## src/rtl/pipeline_fsm.sv

```systemverilog
// Token-shift sequencer: an accepted go launches a one-hot token that walks up state[]
// one position per cycle, with a minimum initiation interval between launches.
module pipeline_fsm #(
    parameter int STATES = 4,
    parameter int II     = 1
) (
    input  logic              clk,
    input  logic              reset,
    input  logic              go,
    output logic              ready,
    output logic [STATES-1:0] state,
    output logic              overlap_err
);

    localparam int            CW         = (II > 1) ? $clog2(II) : 1;
    localparam logic [CW-1:0] CNT_ZERO   = CW'(0);
    localparam logic [CW-1:0] CNT_ONE    = CW'(1);
    localparam logic [CW-1:0] CNT_RELOAD = CW'(II - 1);

    logic [CW-1:0] cnt_q;
    logic [CW-1:0] cnt_d;
    logic          err_q;
    logic          err_d;
    logic          ready_s;
    logic          accept_s;
    logic          reject_s;

    // Launch qualification; reset masks both acceptance and rejection.
    always_comb begin
        ready_s  = (cnt_q == CNT_ZERO) && !reset;
        accept_s = go && ready_s;
        reject_s = go && !ready_s && !reset;
    end

    // Initiation-interval countdown and sticky overlap flag next-state.
    always_comb begin
        cnt_d = cnt_q;
        err_d = err_q;
        if (accept_s) begin
            cnt_d = CNT_RELOAD;
        end else if (cnt_q != CNT_ZERO) begin
            cnt_d = cnt_q - CNT_ONE;
        end else begin
            cnt_d = cnt_q;
        end
        if (reject_s) begin
            err_d = 1'b1;
        end else begin
            err_d = err_q;
        end
    end

    // Counter and error flag registers with synchronous reset.
    always_ff @(posedge clk) begin
        if (reset) begin
            cnt_q <= CNT_ZERO;
            err_q <= 1'b0;
        end else begin
            cnt_q <= cnt_d;
            err_q <= err_d;
        end
    end

    generate
        if (STATES > 1) begin : g_chain
            logic [STATES-1:1] chain_q;
            logic [STATES-1:1] chain_d;

            // Shift chain: tokens advance one stage per cycle and never merge or stall.
            always_comb begin
                chain_d    = chain_q;
                chain_d[1] = accept_s;
                for (int i = 2; i < STATES; i++) begin
                    chain_d[i] = chain_q[i-1];
                end
            end

            // Chain register; reset discards all in-flight tokens.
            always_ff @(posedge clk) begin
                if (reset) begin
                    chain_q <= '0;
                end else begin
                    chain_q <= chain_d;
                end
            end

            assign state = {chain_q, accept_s};
        end else begin : g_single
            assign state = accept_s;
        end
    endgenerate

    assign ready       = ready_s;
    assign overlap_err = err_q;

endmodule

```

## config.mk

```make
export PLATFORM = sky130hd
export DESIGN_NAME = pipeline_fsm
export DESIGN_NICKNAME = d
export VERILOG_FILES = /design/src/rtl/pipeline_fsm.sv
export SDC_FILE = /design/constraint.sdc
export NUM_CORES = 1
export LEC_CHECK = 0
export CORE_AREA = 2 2 39 41
export CTS_CLUSTER_SIZE = 24
export DETAILED_ROUTE_END_ITERATION = 10
export DIE_AREA = 0 0 41 43
export SYNTH_ARGS = -nofsm -noshare
export SYNTH_HDL_FRONTEND = slang
export SYNTH_SLANG_ARGS = --single-unit
```

## constraint.sdc

```tcl
create_clock -name clk -period 0.9 [get_ports clk]
set_input_delay 0.09 -clock clk [delete_from_list [all_inputs] [get_ports clk]]
set_output_delay 0.09 -clock clk [all_outputs]
set_load 0.05 [all_outputs]
```

======== Yosys cells after proc, flatten, opt, wreduce, memory -nomap -nowiden ========
Cells that the tools add are included.
cells by class
  add/subtract/negate cells ............... 1
  bitwise logic cells ..................... 1
  reduce and logical (&&, ||, !) cells .... 7
operator list
  operator                                  number
  logical AND 1 bit                         4
  OR reduction 3 bit                        1
  logical NOT 1 bit                         2
  NOT 1 bit                                 1
  subtractor 1 bit (second input constant)  1
storage, ports and cells
  register bits ........................... 5
  input port bits ......................... 3

======== Logic depth before layout (Yosys ltp) ========
  word-level depth ........................ 5
  mapped depth ............................ 3
  mapped depth without buffers ............ 2

======== Least setup slack after synthesis ========
No wires, ideal clock.
  path type ............................... register to output
  start ................................... reg cnt_q
  end ..................................... out state[0]
  data arrival time ....................... 1148 ps
  required time ........................... 810 ps
  setup slack ............................. -338 ps
  stages on the path, launching flop included .. 4
  cells stage by stage .................... dfxtp_1 nor2_2 and2_1 buf_4
on the way
  word-level cells in the longest chain between the ends .. 3
ends and longest elaborated chain
  element                     RTL line  RTL
  from (decl)                 20        logic [CW-1:0] cnt_q;
  from (signal assigned)      59        cnt_q <= cnt_d;
  NOT 1 bit (no source line)  -
  logical AND 1 bit           30        ready_s = (cnt_q == CNT_ZERO) && !reset;
  via ready                   10        output logic ready,
  logical AND 1 bit           31        accept_s = go && ready_s;
  to (decl)                   11        output logic [STATES-1:0] state,
The timed path passes the listed nets, and every way through them passes these cells.

======== Worst setup path after layout ========
  start ................................... reg cnt_q
  end ..................................... out state[0]
on the way
  word-level cells in the longest chain between the ends .. 3
ends and longest elaborated chain
  element                     RTL line
  NOT 1 bit (no source line)  -
  logical AND 1 bit           30
  logical AND 1 bit           31
No other way between the ends.

==> metrics.md <==
| Metric | Value |
|---|---|
| DRT Wirelength | 300 um |
| Initial antenna violation count | 0 |
| Combinational share of power | 19.1% |
| Vias in the first global route | 155 |
| Fillers | 151 |
| Hold_sp | reset |
| CTS Buf Count | 3 |
| Clk slew on worst S/H paths | 40 ps |
| Clock Path Buffers | 2 |
| Static leakage | 0.159 nW |
| Starting density of the core | 11.3% |
| Met2 usage | 6.56% |
| Worst hold path type | in -> reg |
| Max Slew Vio Count | 0 |
| Crit Path Category | reg -> out |
| Switch share | 25.1% |
| Area leader, netlist | dfxtp_1 |
| Area growth, synth to finish | 134% |
| CTS tree | built |
| Die Span X | 41 um |
| Warnings, synthesis | 0 |
| Routed wire per std cell | 6.82 um |
| Gr usage total | 6.23% |
| Peak supply drop | 955 uV |
| Worst-path fanout max | 2 |
| Die height | 43 um |
| Flop pwr share | 39.1% |
| RR Startpoint | cnt_q |
| H-tree levels | 1 |
| Total power | 0.618 mW |
| Placement Rows | 14 |
| Gr ovfl total | 0 |
| Number of I/O pins | 9 |
| First DRT Iteration DRCs | 0 |
| Core ar. | 1380 um^2 |
| Top-area cell type share of the netlist area | 64.0% |
| Highest clock rate | 0.992 GHz |
| Clk sinks | 5 |
| Flip-flop and latch count after synthesis | 5 |
| Routed Antenna Nets | 0 |
| Nets | 32 |
| Pre-Repair DR Iteration Count | 1 |
| Final setup TNS | -193 ps |
| Post-Syn Nets | 17 |
| Synth top area cells | dfxtp_1, and2b_2, and2_1, buf_4, nor2_2 |
| Synthesized area per cell | 11.2 um^2 |
| Pin count of the biggest net entering global routing | 4 |
| Worst Clk Skew | 0.666 ps |
| Remaining DRCs | 0 |
| RSZ-0062 raised after global routing | yes |
| M3 GR Usage | 8.38% |
| GP Congestion | 0.584 |
| Post-synthesis sequential area ratio | 64.0% |
| MaxCap Viol Count | 0 |
| Non-Filler Instances | 44 |
| Worst setup path startpoint | cnt_q |
| Setup violators final | 2 |
| P per Cell Area | 1690 nW/um^2 |
| Clock tree root buffer cell | clkbuf_4 |
| Via/cell ratio | 3.07 |
| Arrival time at the worst endpoint | 920 ps |
| Clk_lat worst skew | 240 ps |
| Status | complete, but fails checks |
| Layout cell share with drive strength beyond 1 | 64.3% |
| Switching Power | 0.155 mW |
| Busiest grt layer | met3 |
| CP Capture Type | output port |
| Place WS | -195 ps |
| Syn Inst Count | 14 |
| Tcrit/Tclk final | 112% |
| P_int | 0.463 mW |
| Vias | 135 |
| Hold Fails Final Rpt | 0 |
| Placed cell areas | 337 um^2 |
| Port bufs | 8 |
| M1 GR Usage | 5.16% |
| Die ar. | 1760 um^2 |
| Post CTS Setup Buffer Count | 0 |
| Final Instance Area | 367 um^2 |
| Clock Power Share | 41.8% |
| Placed cells | 40 |
| First-pass GRT wire length | 614 um |
| CP required | 810 ps |
| Startpoint class of the critical path | register |
| Mapped Area | 156 um^2 |
| Failing checks | setup timing |
| Tmin final | 1010 ps |
| Slack of the critical path | -108 ps |
| ANT cells | 0 |
| Synth cell types | 8 |
-- layout make-up --
type | count | area, um^2 | area share [%]
tap | 16 | 20.0 | 5.46
sequential | 5 | 103 | 28.0
multi-input combinational | 8 | 56.3 | 15.4
timing repair buffer | 11 | 161 | 44.0
clock buffer | 4 | 26.3 | 7.17
-- worst max-delay path, stage by stage (launching register included) --
cell	delay (ps)
dfxtp_2	320
nor2_4	80
and2_4	150
buf_12	130
-- what timing repair did --
item	in CTS	in global routing
endpoints found under the setup margin	2	3
pin swaps	1	0
hold buffers	0	0
gates resized for setup	3	1
-- path summary, 6_finish.rpt --
path | endpoint | slack (ps) | cells after the start
worst max register to register | g_chain.chain_q[1] | 140 | 3
worst min-delay path | overlap_err | 320 | 3
worst max-delay path | state[0] | -110 | 3
worst min register to register | g_chain.chain_q[2] | 510 | 1
-- cells in the mapped netlist, drive strengths merged --
master,number
conb,1
dfxtp,5
and2,2
a21oi,1
and2b,2
nor2,2
buf,1
-- power groups by stage --
| stage | clock [mW] | combinational, mW | sequential, mW |
|---|---|---|---|
| 6_report | 0.259 | 0.118 | 0.242 |
| 5_1_grt | 0.297 | 0.124 | 0.242 |
| 4_1_cts | 0.284 | 0.119 | 0.242 |
| 3_5_place_dp | 0 | 0.118 | 0.245 |
| 3_3_place_gp | 0 | 0.118 | 0.245 |
| 2_1_floorplan | 0 | 0.0299 | 0.264 |
-- through the flow --
stage	hold WS [ps]	utilization [%]
final	324	26.5
after global routing	363	26.5
after CTS	312	26.4
after detailed placement	535	24.3
after global placement	522	24.3
after floorplan	162	-
-- cells by family (layout without fill, tap and decap cells) --
family / after synthesis / count (layout) / synth area share, %
other cells: 1 / 1 / 2.40
buf+inv: 1 / 15 / 4.80
compound gates: 1 / 1 / 3.20
simple gates: 6 / 6 / 25.6
flops: 5 / 5 / 64.0
-- metal layers --
| layer | up-vias | part of all wire (%) |
|---|---|---|
| met3 | 0 | 17 |
| met1 | 55 | 38 |
| li1 | 70 | - |
| met2 | 10 | 44 |
| met4 | 0 | 0 |
| met5 | - | 0 |
-- layout by cell type (no fill, tap or decap), drive strengths merged --
cell / instances
buf: 9
nor2: 2
and2: 2
clkdlybuf4s50: 1
and2b: 2
conb: 1
dfxtp: 5
dlygate4sd2: 1
clkbuf: 4
a21oi: 1
-- registers in the layout, summed over array words and instances, names as in the netlist --
register	cells
cnt_q	1
overlap_err	1
g_chain.chain_q	3
Power figures use the tool's default switching activity.
